<file path="config.mk">
export PLATFORM = sky130hd
export DESIGN_NAME = version_writer
export DESIGN_NICKNAME = d
export VERILOG_FILES = /design/src/rtl/version_writer.sv
export SDC_FILE = /design/constraint.sdc
export NUM_CORES = 1
export LEC_CHECK = 0
export CAP_MARGIN = 10
export CORE_UTILIZATION = 53
export CTS_CLUSTER_DIAMETER = 100
export DETAILED_ROUTE_END_ITERATION = 7
export PLACE_DENSITY_LB_ADDON = 0.08
export SLEW_MARGIN = 40
export SYNTH_ARGS = -nofsm -noshare
export SYNTH_HDL_FRONTEND = slang
export SYNTH_SLANG_ARGS = --single-unit
</file>
<file path="constraint.sdc">
create_clock -name clk -period 2.2 [get_ports clk]
set_input_delay 0.22 -clock clk [delete_from_list [all_inputs] [get_ports clk]]
set_output_delay 0.22 -clock clk [all_outputs]
set_load 0.02 [all_outputs]
</file>
<file path="src/rtl/version_writer.sv">
// Versioned slot writer: captures a tagged write, picks a slot (hit, free, or round-robin
// eviction) and commits it two edges after acceptance, feeding a downstream priority router.
module version_writer #(
    parameter int DATA_WIDTH    = 32,
    parameter int VERSION_WIDTH = 4,
    parameter int VERSION_NUM   = 4,
    localparam int SLOT_WIDTH   = (VERSION_NUM > 1) ? $clog2(VERSION_NUM) : 1
) (
    input  logic                               clk,
    input  logic                               rstN,
    input  logic                               wrValid,
    output logic                               wrReady,
    input  logic [DATA_WIDTH-1:0]              wrData,
    input  logic [VERSION_WIDTH-1:0]           wrVersion,
    input  logic                               clear,
    output logic [DATA_WIDTH*VERSION_NUM-1:0]  dataInputs,
    output logic [VERSION_WIDTH*VERSION_NUM-1:0] versions,
    output logic [VERSION_NUM-1:0]             slotValid,
    output logic                               wrDone,
    output logic [SLOT_WIDTH-1:0]              wrSlot,
    output logic                               wrEvict
);

    // state  | meaning
    // IDLE   | ready, waiting for a request
    // LOOKUP | choose target slot for the held write
    // COMMIT | write held data/tag into the target slot
    localparam logic [1:0] ST_IDLE   = 2'd0;
    localparam logic [1:0] ST_LOOKUP = 2'd1;
    localparam logic [1:0] ST_COMMIT = 2'd2;

    logic [1:0]               state_q, state_d;
    logic [DATA_WIDTH-1:0]    data_hold_q, data_hold_d;
    logic [VERSION_WIDTH-1:0] ver_hold_q, ver_hold_d;
    logic [SLOT_WIDTH-1:0]    tgt_q, tgt_d;
    logic                     tgt_evict_q, tgt_evict_d;
    logic [DATA_WIDTH-1:0]    data_q [VERSION_NUM];
    logic [DATA_WIDTH-1:0]    data_d [VERSION_NUM];
    logic [VERSION_WIDTH-1:0] tag_q [VERSION_NUM];
    logic [VERSION_WIDTH-1:0] tag_d [VERSION_NUM];
    logic [VERSION_NUM-1:0]   valid_q, valid_d;
    logic [SLOT_WIDTH-1:0]    evict_ptr_q, evict_ptr_d;
    logic                     done_q, done_d;
    logic [SLOT_WIDTH-1:0]    done_slot_q, done_slot_d;
    logic                     done_evict_q, done_evict_d;

    logic                     hit_found, free_found;
    logic [SLOT_WIDTH-1:0]    hit_slot, free_slot;

    // Lowest-index match wins for both searches; tag uniqueness makes the hit unique anyway.
    always_comb begin
        hit_found  = 1'b0;
        hit_slot   = '0;
        free_found = 1'b0;
        free_slot  = '0;
        for (int k = 0; k < VERSION_NUM; k++) begin
            if (valid_q[k] && (tag_q[k] == ver_hold_q) && !hit_found) begin
                hit_found = 1'b1;
                hit_slot  = SLOT_WIDTH'(k);
            end
            if (!valid_q[k] && !free_found) begin
                free_found = 1'b1;
                free_slot  = SLOT_WIDTH'(k);
            end
        end
    end

    always_comb begin
        state_d      = state_q;
        data_hold_d  = data_hold_q;
        ver_hold_d   = ver_hold_q;
        tgt_d        = tgt_q;
        tgt_evict_d  = tgt_evict_q;
        data_d       = data_q;
        tag_d        = tag_q;
        valid_d      = valid_q;
        evict_ptr_d  = evict_ptr_q;
        done_d       = 1'b0;
        done_slot_d  = '0;
        done_evict_d = 1'b0;
        if (clear) begin
            state_d     = ST_IDLE;
            data_hold_d = '0;
            ver_hold_d  = '0;
            tgt_d       = '0;
            tgt_evict_d = 1'b0;
            valid_d     = '0;
            evict_ptr_d = '0;
            for (int k = 0; k < VERSION_NUM; k++) begin
                data_d[k] = '0;
                tag_d[k]  = '0;
            end
        end else begin
            case (state_q)
                ST_IDLE: begin
                    if (wrValid) begin
                        data_hold_d = wrData;
                        ver_hold_d  = wrVersion;
                        state_d     = ST_LOOKUP;
                    end
                end
                ST_LOOKUP: begin
                    if (hit_found) begin
                        tgt_d       = hit_slot;
                        tgt_evict_d = 1'b0;
                    end else if (free_found) begin
                        tgt_d       = free_slot;
                        tgt_evict_d = 1'b0;
                    end else begin
                        tgt_d       = evict_ptr_q;
                        tgt_evict_d = 1'b1;
                    end
                    state_d = ST_COMMIT;
                end
                ST_COMMIT: begin
                    data_d[tgt_q]  = data_hold_q;
                    tag_d[tgt_q]   = ver_hold_q;
                    valid_d[tgt_q] = 1'b1;
                    done_d         = 1'b1;
                    done_slot_d    = tgt_q;
                    done_evict_d   = tgt_evict_q;
                    if (tgt_evict_q) begin
                        evict_ptr_d = (evict_ptr_q == SLOT_WIDTH'(VERSION_NUM - 1)) ?
                                      '0 : evict_ptr_q + SLOT_WIDTH'(1);
                    end
                    state_d = ST_IDLE;
                end
                default: state_d = ST_IDLE;
            endcase
        end
    end

    always_ff @(posedge clk or negedge rstN) begin
        if (!rstN) begin
            state_q      <= ST_IDLE;
            data_hold_q  <= '0;
            ver_hold_q   <= '0;
            tgt_q        <= '0;
            tgt_evict_q  <= 1'b0;
            valid_q      <= '0;
            evict_ptr_q  <= '0;
            done_q       <= 1'b0;
            done_slot_q  <= '0;
            done_evict_q <= 1'b0;
            for (int k = 0; k < VERSION_NUM; k++) begin
                data_q[k] <= '0;
                tag_q[k]  <= '0;
            end
        end else begin
            state_q      <= state_d;
            data_hold_q  <= data_hold_d;
            ver_hold_q   <= ver_hold_d;
            tgt_q        <= tgt_d;
            tgt_evict_q  <= tgt_evict_d;
            valid_q      <= valid_d;
            evict_ptr_q  <= evict_ptr_d;
            done_q       <= done_d;
            done_slot_q  <= done_slot_d;
            done_evict_q <= done_evict_d;
            for (int k = 0; k < VERSION_NUM; k++) begin
                data_q[k] <= data_d[k];
                tag_q[k]  <= tag_d[k];
            end
        end
    end

    always_comb begin
        dataInputs = '0;
        versions   = '0;
        for (int k = 0; k < VERSION_NUM; k++) begin
            dataInputs[k*DATA_WIDTH +: DATA_WIDTH]       = data_q[k];
            versions[k*VERSION_WIDTH +: VERSION_WIDTH]   = tag_q[k];
        end
    end

    assign wrReady   = (state_q == ST_IDLE);
    assign slotValid = valid_q;
    assign wrDone    = done_q;
    assign wrSlot    = done_slot_q;
    assign wrEvict   = done_evict_q;

endmodule

</file>
-- After elaboration in Yosys (flattened, before gate mapping)
Index checks and enable logic that the tools add are counted.
- $add $sub $neg: 1
- magnitude comparators: 4
- equality and inequality tests: 8
- multiplexer cells: 55
- bitwise logic cells: 2
- reduce and logical (&&, ||, !) cells: 28
- operators by type and width (kind ; count):
    $mux W128 ; 2
    $bwmux W128 ; 1
    $mux W32 ; 4
    $demux W32 S2 ; 1
    $mux W16 ; 2
    $mux W2 ; 16
    $mux W4 ; 6
    $mux W1 ; 19
    $bwmux W16 ; 1
    $eq A4 B4 Y1 ; 4
    $logic_and A1 B1 Y1 ; 12
    $reduce_bool A2 Y1 ; 5
    $demux W4 S2 ; 1
    $logic_not A1 Y1 ; 8
    $eq A2 B2 Y1 const B ; 2
    $or A4 B4 Y4 ; 1
    $pmux W2 S2 ; 1
    $reduce_and A2 Y1 ; 2
    $ge A3 B3 Y1 const B ; 1
    $lt A2 B3 Y1 const B ; 1
    $lt A3 B1 Y1 const B ; 1
    $ne A3 B2 Y1 const B ; 1
    $not A2 Y3 ; 1
    $add A2 B1 Y2 const B ; 1
    other kinds (4) ; 4
- register bits after elaboration: 195
- bits of input ports: 40
- output and inout bits: 153
- logic and storage cells: 116

-- Depth between registers and ports, before layout
- depth after elaboration: 15
- mapped depth: 7

-- Worst setup path after synthesis
No wires, ideal clock.
- kind: flip-flop to flip-flop
- from: register state_q[1]
- to: register data_hold_q[10]
- setup time: 0.065 ns
- arrival time: 1.521 ns
- required time: 2.135 ns
- slack: 0.614 ns
- cell stages (with the launch flop): 6
- buffers on the path: 2
- cells stage by stage: dfrtp_1 > nor2_1 > and3_1 > buf_2 > buf_2 > a22o_1
- word-level cells in the longest chain between the ends: 3
- ends and longest elaborated chain (item ; line ; RTL):
    start: declaration ; 32 ; logic [1:0] state_q, state_d;
    start signal: assignment ; 150 ; state_q <= state_d;
    $logic_not A2 Y1 ; n/a ;
    via wrReady ; 12 ; output logic wrReady,
    $reduce_bool A2 Y1 (no source line) ; n/a ;
    $reduce_and A2 Y1 (no source line) ; n/a ;
    end signal: assignment ; 151 ; data_hold_q <= data_hold_d;
    end: declaration ; 33 ; logic [DATA_WIDTH-1:0] data_hold_q, data_hold_d;
The timed path passes the listed nets, and every way through them passes these cells.
A chain may end at the register's enable or synchronous reset.

-- Worst setup path after layout
- from: register state_q[1]
- to: output wrReady
- word-level cells in the longest chain between the ends: 1
- ends and longest elaborated chain (item ; line ; RTL):
    $logic_not A2 Y1 ; 176 ; assign wrReady = (state_q == ST_IDLE);
    end: declaration ; 12 ;
Every way passes these cells.

==> out/metrics.csv <==
metric,value,unit
outcome,"finished, final reports clean",
setup_viol,0,
wl_per_cell,19.3,um
tritoncts,yes,
min_path_type,primary input to register,
ys_seq_area_frac,0.629,
nets,976,
holdWs,172,ps
drt_iter0_drc,565,
regToRegSetupSlack,430,ps
layout_common_cells,"254 x nand2_1, 195 x dfrtp_1, 190 x clkdlybuf4s50_1",
antenna-diode-count,0,
worstHoldStart,clear,
pin_count,193,
p_switching,1.61,mW
min_period_over_period,0.929,
crit_fanout,4,
synthCells,756,
coreArea,14100,um2
port_buffers,192,
tns,0,ps
clkPwrFrac,0.430,
cp.required,1980,ps
layout_commonest_cell,nand2_1,
hold_viol,0,
overflow,0,
clk_pin_slew,60,ps
die_w,123,um
p_comb_frac,0.056,
min_period,2040,ps
synth_warnings,0,
wirelength,21800,um
grt_pass1_wl,34200,um
firstDrtPassIters,5,
post_cts_resized,0,
arrival,1820,ps
first_global_vias,6518,
worstHoldEndpoint,wrSlot[0],
place_congestion,0.868,
grt_usage,0.306,
drv_slew,0,
netlist-cell-type-count,39,
synth.avg_cell_area,10.3,um2
setup_ws,157,ps
skew,7.42,ps
power.share.sequential,0.513,
synth_area,7760,um2
postRouteAntennaNets,0,
final_layout_size_suffix_gt1_frac,0.0664,
async_flop_share,1.00,
fmax,489,MHz
htreeDepth,4,
power_density,694,nW/um2
syn_nets,796,
p_int,5.65,mW
slew_headroom,0.510,
rows,43,
cts_root_buffer,clkbuf_16,
antenna_found_initial,0,
min_path_cells,3,
area.growth.synth_to_final,34.8,%
worst_pin_slew,735,ps
place_ws,471,ps
ir_worst_vdd,640,uV
synth_edf_count,0,
die_h,123,um
crit_path_start_kind,register,
r2r_end,dataInputs[87],
rsz0062_at_grt,no,
hpwl,14500,um
cap_violations,0,
cts_buffer_depth,2,
initial_utilization,0.551,
drc,0,
clock_latency,430,ps
cts.sinks,195,
yosys_most_used_dff,dfrtp_1,
reg2reg_depth,5,
endpoint_kind,primary output,
ys_seq_elements,195,
final_util,0.742,
p_leak,4.47,nW
vias,6472,
avgViaCountPerCell,5.73,
post-cts-setup-buffers,0,
cts_hold_buf,1,
setup.worst_path.class,register to primary output,
grt_max_degree,69,
die-area,15100,um2
numCtsBuffers,17,
rr_startpoint,state_q[1],
switching_share,0.222,
==> through the flow <==
step	area [um2]	std cells	power, mW
after floorplan	7760	756	3.94
after global placement	9840	1095	4.18
after detailed placement	9850	1096	4.20
after CTS	10500	1129	7.29
after global routing	10500	1129	7.49
final	10500	1129	7.26
==> worst max-delay path, cell delays in order (launching register included) <==
cell and delay, ps:
dfrtp_1 440, nor2_1 280, clkdlybuf4s50_1 680
==> power by group through the flow <==
stage / Combinational (mW) / Clock [mW] / Sequential, mW
floorplan: 0.182 / 0 / 3.76
CTS: 0.412 / 3.15 / 3.72
finish: 0.409 / 3.12 / 3.73
global placement: 0.392 / 0 / 3.79
global route: 0.443 / 3.31 / 3.73
detailed placement: 0.407 / 0 / 3.79
==> metal layers <==
| metal | wire length, um | GRT usage | vias to the layer above | part of all wire |
|---|---|---|---|---|
| li1 | - | - | 2888 | - |
| met1 | 8830 | 0.392 | 3251 | 0.40 |
| met2 | 11000 | 0.504 | 297 | 0.50 |
| met3 | 1640 | 0.0839 | 36 | 0.075 |
| met4 | 411 | 0.104 | 0 | 0.019 |
| met5 | 0 | 0 | - | 0 |
==> cells by family after synthesis <==
logic type / Yosys count / synth area share
AOI/OAI and AO/OA: 194 / 0.156
buffers and inverters: 59 / 0.0406
and+or+nand+nor: 290 / 0.154
xor gates and xnor gates: 18 / 0.0203
DFF: 195 / 0.629
==> sequential cells by signal (all words and copies together), names as in the netlist <==
name,count
tgt_q,2
ver_hold_q,4
state_q,2
slotValid,4
wrDone,1
versions,16
wrEvict,1
tgt_evict_q,1
wrSlot,2
evict_ptr_q,2
data_hold_q,32
dataInputs,128
==> worst max path at each step <==
stage	endpoint	startpoint	cells after the start	slack, ps
detailed placement	dataInputs[92]	state_q[0]	5	470
CTS	wrReady	state_q[1]	2	130
global route	wrReady	state_q[1]	2	70
finish	wrReady	state_q[1]	2	160
floorplan	data_hold_q[10]	state_q[1]	5	610
global placement	data_hold_q[28]	wrValid	3	310
==> cell usage after synthesis (2+ instances only) <==
library cell | n | area (um2)
buf_1 | 2 | 7.51
dfrtp_1 | 195 | 4880
nor4_1 | 2 | 12.5
buf_6 | 3 | 33.8
inv_1 | 4 | 15.0
nand2_1 | 254 | 953
nor2_1 | 12 | 45.0
nor3_1 | 2 | 10.0
o21ai_0 | 2 | 10.0
a22o_1 | 57 | 499
clkbuf_1 | 15 | 56.3
a21oi_1 | 127 | 636
buf_2 | 24 | 120
xnor2_1 | 7 | 61.3
xor2_1 | 11 | 96.3
buf_4 | 11 | 82.6
nand3_1 | 3 | 15.0
and3_1 | 4 | 25.0
==> layout make-up <==
class                   count  area, um2
inverters                   4       15.0
clock inverters             9        129
flip-flops and latches    195       4880
fillers                   987       3640
clock buffers              23        468
repair buffers            216       2160
multi-input cells         502       2580
well taps                 180        225
No activity file was read; power rests on OpenSTA's default activity.
